--- config.mk ---
export PLATFORM = sky130hd
export DESIGN_NAME = lieat_clint_bridge
export DESIGN_NICKNAME = d
export VERILOG_FILES = /design/src/rtl/lieat_clint_bridge.sv
export SDC_FILE = /design/constraint.sdc
export NUM_CORES = 1
export LEC_CHECK = 0
export ABC_AREA = 1
export CORE_MARGIN = 2
export CORE_UTILIZATION = 35
export DETAILED_ROUTE_END_ITERATION = 6
export PLACE_DENSITY = 0.83
export SYNTH_ARGS = -nofsm -noshare
export SYNTH_HDL_FRONTEND = slang
export SYNTH_SLANG_ARGS = --single-unit
--- constraint.sdc ---
create_clock -name clock -period 2.4 [get_ports clock]
set_input_delay 0.48 -clock clock [delete_from_list [all_inputs] [get_ports clock]]
set_output_delay 0.48 -clock clock [all_outputs]
set_load 0.03 [all_outputs]
--- src/rtl/lieat_clint_bridge.sv ---
`default_nettype none
// ============================================================================
//  Module   : lieat_clint_bridge
//  Purpose  : Memory-mapped initiator between the LSU peripheral port and the
//             CLINT register interface. Decodes the CLINT window, performs a
//             one-cycle access (read-merge-write for stores), and returns the
//             result over a valid/ready response channel.
//  Revision : 1.0 - initial release
//
//  Build option:
//    LIEAT_CLINT_BRIDGE_PIPE_EN - when defined, a new request may be accepted
//                                 in the same cycle the response is consumed
//                                 (RESP -> ACCESS directly, 1 access / 2 cycles).
//                                 When undefined, requests are taken in IDLE
//                                 only (1 access / 3 cycles).
//
//  Ports:
//    clock, reset            core clock; asynchronous active-high reset
//    req_valid/req_ready     request handshake
//    req_addr/wen/wdata/wmask request fields (wmask used for stores only)
//    rsp_valid/rsp_ready     response handshake
//    rsp_rdata/rsp_err       load data (0 for stores/faults), access fault
//    clint_timeset_*         timer register select/strobe/data/readback
//    clint_msipset_*         msip strobe/data/readback
// ============================================================================
module lieat_clint_bridge #(
    parameter logic [31:0] CLINT_BASE = 32'h0200_0000,
    parameter int          XLEN       = 32
) (
    input  logic            clock,
    input  logic            reset,
    input  logic            req_valid,
    output logic            req_ready,
    input  logic [31:0]     req_addr,
    input  logic            req_wen,
    input  logic [XLEN-1:0] req_wdata,
    input  logic [3:0]      req_wmask,
    output logic            rsp_valid,
    input  logic            rsp_ready,
    output logic [XLEN-1:0] rsp_rdata,
    output logic            rsp_err,
    output logic            clint_timeset_wen,
    output logic [1:0]      clint_timeset_bsel,
    output logic [XLEN-1:0] clint_timeset_wdata,
    input  logic [XLEN-1:0] clint_timeset_rdata,
    output logic            clint_msipset_wen,
    output logic [XLEN-1:0] clint_msipset_wdata,
    input  logic [XLEN-1:0] clint_msipset_rdata
);

    typedef enum logic [1:0] {
        ST_IDLE   = 2'd0,
        ST_ACCESS = 2'd1,
        ST_RESP   = 2'd2
    } state_t;

    state_t state_q, state_d;

    // ------------------------------------------------------------------------
    // Address decode of the incoming request
    // ------------------------------------------------------------------------
    logic [31:0] offset;
    logic        dec_msip;
    logic        dec_tmr;
    logic [1:0]  dec_bsel;
    logic        dec_err;

    assign offset = req_addr - CLINT_BASE;

    always_comb begin
        dec_msip = 1'b0;
        dec_tmr  = 1'b0;
        dec_bsel = 2'b00;
        case (offset)
            32'h0000_0000: dec_msip = 1'b1;
            32'h0000_4000: begin dec_tmr = 1'b1; dec_bsel = 2'b00; end
            32'h0000_4004: begin dec_tmr = 1'b1; dec_bsel = 2'b01; end
            32'h0000_BFF8: begin dec_tmr = 1'b1; dec_bsel = 2'b10; end
            32'h0000_BFFC: begin dec_tmr = 1'b1; dec_bsel = 2'b11; end
            default: ;
        endcase
    end

    // mtime (bsel[1]=1) is read-only from this port; an empty strobe set is
    // treated as a malformed store.
    assign dec_err = (req_addr[1:0] != 2'b00)
                   || !(dec_msip || dec_tmr)
                   || (req_wen && dec_tmr && dec_bsel[1])
                   || (req_wen && (req_wmask == 4'b0000));

    // ------------------------------------------------------------------------
    // Latched request
    // ------------------------------------------------------------------------
    logic            is_msip_q;
    logic [1:0]      bsel_q;
    logic            err_q;
    logic            wen_q;
    logic [XLEN-1:0] wdata_q;
    logic [3:0]      wmask_q;
    logic [XLEN-1:0] rsp_rdata_q, rsp_rdata_d;
    logic            rsp_err_q, rsp_err_d;
    logic            accept;

    // ------------------------------------------------------------------------
    // Access-cycle data path
    // ------------------------------------------------------------------------
    logic [XLEN-1:0] sel_rdata;
    logic [XLEN-1:0] bytemask;
    logic [XLEN-1:0] merged;
    logic            legal_store;
    logic            legal_load;

    assign sel_rdata   = is_msip_q ? clint_msipset_rdata : clint_timeset_rdata;
    assign bytemask    = {{8{wmask_q[3]}}, {8{wmask_q[2]}},
                          {8{wmask_q[1]}}, {8{wmask_q[0]}}};
    assign merged      = (sel_rdata & ~bytemask) | (wdata_q & bytemask);
    assign legal_store = !err_q && wen_q;
    assign legal_load  = !err_q && !wen_q;

    // ------------------------------------------------------------------------
    // FSM: next state and outputs
    // ------------------------------------------------------------------------
    always_comb begin
        state_d             = state_q;
        accept              = 1'b0;
        req_ready           = 1'b0;
        rsp_valid           = 1'b0;
        rsp_rdata_d         = rsp_rdata_q;
        rsp_err_d           = rsp_err_q;
        clint_timeset_wen   = 1'b0;
        clint_timeset_bsel  = 2'b00;
        clint_timeset_wdata = '0;
        clint_msipset_wen   = 1'b0;
        clint_msipset_wdata = '0;

        case (state_q)
            ST_IDLE: begin
                req_ready = 1'b1;
                if (req_valid) begin
                    accept  = 1'b1;
                    state_d = ST_ACCESS;
                end
            end

            ST_ACCESS: begin
                // Select is driven only here, so CLINT readback is sampled in
                // this single cycle and later changes cannot affect the result.
                clint_timeset_bsel = bsel_q;
                if (legal_store) begin
                    if (is_msip_q) begin
                        clint_msipset_wen   = 1'b1;
                        clint_msipset_wdata = {{(XLEN-1){1'b0}}, merged[0]};
                    end else begin
                        clint_timeset_wen   = 1'b1;
                        clint_timeset_wdata = merged;
                    end
                end
                rsp_rdata_d = legal_load ? sel_rdata : '0;
                rsp_err_d   = err_q;
                state_d     = ST_RESP;
            end

            ST_RESP: begin
                rsp_valid = 1'b1;
`ifdef LIEAT_CLINT_BRIDGE_PIPE_EN
                req_ready = rsp_ready;
                if (rsp_ready) begin
                    if (req_valid) begin
                        accept  = 1'b1;
                        state_d = ST_ACCESS;
                    end else begin
                        state_d = ST_IDLE;
                    end
                end
`else
                if (rsp_ready) begin
                    state_d = ST_IDLE;
                end
`endif
            end

            default: state_d = ST_IDLE;
        endcase
    end

    // ------------------------------------------------------------------------
    // State and data registers
    // ------------------------------------------------------------------------
    always_ff @(posedge clock or posedge reset) begin
        if (reset) begin
            state_q     <= ST_IDLE;
            is_msip_q   <= 1'b0;
            bsel_q      <= 2'b00;
            err_q       <= 1'b0;
            wen_q       <= 1'b0;
            wdata_q     <= '0;
            wmask_q     <= 4'b0000;
            rsp_rdata_q <= '0;
            rsp_err_q   <= 1'b0;
        end else begin
            state_q     <= state_d;
            rsp_rdata_q <= rsp_rdata_d;
            rsp_err_q   <= rsp_err_d;
            if (accept) begin
                is_msip_q <= dec_msip;
                bsel_q    <= dec_bsel;
                err_q     <= dec_err;
                wen_q     <= req_wen;
                wdata_q   <= req_wdata;
                wmask_q   <= req_wmask;
            end
        end
    end

    assign rsp_rdata = rsp_rdata_q;
    assign rsp_err   = rsp_err_q;

endmodule
`default_nettype wire

After elaboration in Yosys (flattened, before gate mapping)
Cells that the tools add are included.

word-level totals
  bits in registers = 76
  logic and storage cells = 65
  output and inout port bits = 103
  input bits = 137

operators by class
  reduce and logical (&&, ||, !) cells = 18
  bitwise logic cells = 4
  add/sub/neg operators = 1
  eq/ne operators = 8
  mux-type cells = 25

operators by type and width
  operator                number
  $mux 32                 5
  $and 32x32->32          2
  $eq 32x15->1 const B    2
  $eq 32x16->1 const B    2
  $logic_not 32->1        1
  $not 32->32             1
  $or 32x32->32           1
  $sub 32x26->32 const B  1
  $mux 1                  15
  $pmux 2 s3              2
  $mux 2                  3
  $logic_and 1x1->1       5
  $logic_not 4->1         1
  $logic_or 1x1->1        4
  $ne 2x2->1 const B      2
  $reduce_or 4->1         1
  $logic_not 1->1         3
  $eq 2x1->1 const B      1
  $eq 2x2->1 const B      1
  $logic_not 2->1         1
  $reduce_and 2->1        1
  $reduce_bool 2->1       1

Depth between registers and ports, before layout
  word-level depth = 9
  depth in mapped cells = 10

Least setup slack after synthesis
No wires, ideal clock.

  path type = reg2out
  from = register state_q[1]
  to = output clint_msipset_wdata[0]
  arrival time = 1.702 ns
  path buffers = 1
  slack = 0.218 ns
  cell stages (with the launch flop) = 5
  data required time = 1.920 ns
  path through = dfrtp_1 > inv_1 > nand2_2 > buf_2 > nor4_1

on the way
  cells in the longest elaborated chain, start to end = 2

ends and longest elaborated chain
  what                    line  RTL
  start, declared         57    state_t state_q, state_d;
  start signal, assigned  201   state_q <= state_d;
  $eq 2x1->1              136   case (state_q)
  $mux 1                  136
  end, declared           47    output logic [XLEN-1:0] clint_msipset_wdata,

Every way passes these cells.

Worst setup path after layout
  from = register state_q[1]
  to = output clint_timeset_wdata[8]

on the way
  cells in the longest elaborated chain, start to end = 2

ends and longest elaborated chain
  what           line  RTL
  $eq 2x1->1     136
  $mux 32        136
  end, declared  44    output logic [XLEN-1:0] clint_timeset_wdata,

Every way passes these cells.

==> out/metrics.yaml <==
worst_setup_path:
  cp-end-kind: "output pin"
  cp-start-kind: "flop"
  cp_slowest_cell: "dfrtp_1"
  r2r_slack_ns: 0.93
  r2r_start: "state_q[1]"
  endpoint: "clint_timeset_wdata[8]"
  reg2regPathDepth: 7
  crit_chain: "inv_2, nand2_2, nor3_4, buf_12, buf_2, o21ai_0, a21oi_1, buf_4"
  critPathKind: "flop to output pin"
  critPathMaxFanout: 5
  critPathRequiredTime_ns: 1.92
  worst-endpoint-arrival_ns: 1.88
  reg2reg_to: "rsp_rdata[7]"
  cp-startpoint: "state_q[1]"
  slowest_delay_ns: 0.39
die:
  boundaryPins: 240
  die_h_um: 114
  core_region_area_sq_mm: 0.0120
  start_util: 0.356
  die_w_um: 114
  rows: 40
  die_area_sq_mm: 0.0131
route:
  routed_wl_mm: 13.0
  firstDrtPassIters: 4
  drc: 0
  postRouteAntennaNets: 0
  vias_per_cell: 4.65
  drtIter0Drc: 233
  vias: 4085
  routedWlPerCell_um: 14.8
job:
  maxCapViolations: 0
placement:
  dp_hpwl_mm: 9.89
  port_buffers: 208
  globalplace.congestion: 0.845
  dpl_cell_area_sq_mm: 0.00628
clocking:
  cts.root.buffer_cell: "clkbuf_16"
  cts.path.max_buffers: 2
  cts.sinks: 76
  cts_tree: "yes"
  clk_latency_ns: 0.33
  clkSlewWorstSetupHoldPaths_ns: 0.06
  htreeDepth: 3
  numCtsBuffers: 9
  hold_buffers: 0
yosys:
  synth_area_sq_mm: 0.00426
  synthDominantCellAreaShare: 0.447
  ys_seq_elements: 76
  synth_top_cell_by_area: "dfrtp_1"
  synth_top_cells_by_area: "dfrtp_1, nand2_1, mux2i_1, buf_4, a211oi_2"
  synthCells: 519
  ys_seq_area_frac: 0.447
  synth.distinct_cells: 28
  yosys_warnings: 0
  avgSynthCellArea_sq_um: 8.20
grt:
  grt_max_degree: 77
  grt_use_total: 0.194
  first_global_vias: 3851
  grt_first_pass_wirelength_mm: 19.7
  antenna_found_initial: 4
  grt_overflow_total: 0
power:
  p_leak_nw: 3.01
  vdd_drop_max_mv: 0.455
  total_power_mw: 4.76
  pwr_density_cell_mw_per_mm2: 713
layout:
  stdcell_area_sq_mm: 0.00668
  syn_to_final_growth_pct: 56.8
  mostFrequentLayoutCell: "clkdlybuf4s50_1"
  final_nets: 862
  final_cell_mix: "clkdlybuf4s50_1, nand2_1, dfrtp_1, nor2_1, o21ai_0"
  drive_gt1_frac: 0.132
timing:
  min_period_over_period: 0.985
  fin_crit_ns: 2.36
  slew_headroom: 0.598
  finalSetupViolations: 0
  worst_pin_slew_ns: 0.603
  slew_viol_final: 0
  max_freq_ghz: 0.423
  report.final.hold_viol_count: 0
  clock_skew_ns: 0.00282
run_status:
  status: "complete, no violations"
hold_path:
  min_path_type: "flop to flop"
[kinds of logic after synthesis]
kind of cell,Yosys count,synth area share
muxes,31,0.0729
other,1,0.000881
AOI/OAI and AO/OA,87,0.138
DFF,76,0.447
adders and majority gates,1,0.00294
buffers and inverters,89,0.120
and+or+nand+nor,233,0.217
xor gates and xnor gates,1,0.00206
[critical path: cells and delay by family, from the launching register on]
| kind | cells | cell delay [ns] |
|---|---|---|
| AOI/OAI and AO/OA | 2 | 0.30 |
| and+or+nand+nor | 2 | 0.31 |
| DFF | 1 | 0.39 |
| buffers and inverters | 4 | 0.56 |
[where the power goes]
group	total, mW	internal, mW	switching [mW]
registers	1.78	1.60	0.186
clock network	1.58	1.07	0.507
logic	1.40	0.507	0.894
total	4.76	3.17	1.59
[repair_timing]
item | 4_1_cts | 5_1_grt
endpoints found under the setup margin | 2 | 12
setup buffers | 0 | 1
gates resized for setup | 1 | 5
cloned | 0 | 1
pin swaps | 0 | 1
[through the flow]
stage | std cells | util | setup TNS [ns] | hold WS (ns) | setup slack [ns]
final | 878 | 0.558 | 0 | 0.475 | 0.0358
after global routing | 876 | 0.558 | -0.133 | 0.497 | -0.0363
after CTS | 874 | 0.555 | 0 | 0.477 | 0.0199
after detailed placement | 858 | 0.525 | 0 | 0.461 | 0.224
after global placement | 858 | 0.525 | 0 | 0.459 | 0.303
after floorplan | 549 | - | 0 | 0.444 | 0.218
[layout make-up]
type | instances | area, sq um
clock buffer | 12 | 256
antenna | 2 | 5.00
timing repair buffer | 221 | 2140
sequential | 76 | 1900
clock inverter | 4 | 95.1
fill | 1079 | 5280
multi-input combinational | 384 | 1960
tap | 147 | 184
inverter | 32 | 133
[sequential cells by signal, summed over array words and instances, names as in the netlist]
name       cells
state_q        2
rsp_rdata     32
err_q          1
wmask_q        4
rsp_err        1
wen_q          1
wdata_q       32
is_msip_q      1
bsel_q         2
[Yosys cell counts]
master,n
buf_4,37
buf_2,11
nor2_2,4
a32o_1,1
o21ai_1,5
dfrtp_1,76
nor2_1,48
conb_1,1
nor3_4,1
nand2_2,2
mux2i_1,31
nand3_1,9
xnor2_1,1
buf_6,3
ha_1,1
inv_1,30
nand4_1,1
and2_1,1
a211oi_1,1
clkbuf_1,4
nor4_1,1
a211oi_2,19
o21ai_0,47
inv_2,2
nor3_1,2
a21oi_1,14
clkbuf_2,2
nand2_1,164
[per-layer routing]
layer  track usage  vias to the layer above  wire, um
met5             0                        -        11
met4        0.0732                        2       257
met3        0.0471                       20       936
met2         0.339                      146      6420
met1         0.232                     1887      5370
li1              -                     2030         -
[worst min path at each step]
stage	startpoint	to	slack [ns]	depth (start not counted)
2_1_floorplan	wdata_q[0]	wdata_q[0]	0.44	2
3_3_place_gp	wdata_q[15]	wdata_q[15]	0.46	2
4_1_cts	wdata_q[13]	wdata_q[13]	0.48	2
3_5_place_dp	wdata_q[13]	wdata_q[13]	0.46	2
5_1_grt	rsp_rdata[9]	rsp_rdata[9]	0.50	2
6_report	wdata_q[8]	wdata_q[8]	0.47	2
Power figures use the tool's default switching activity.
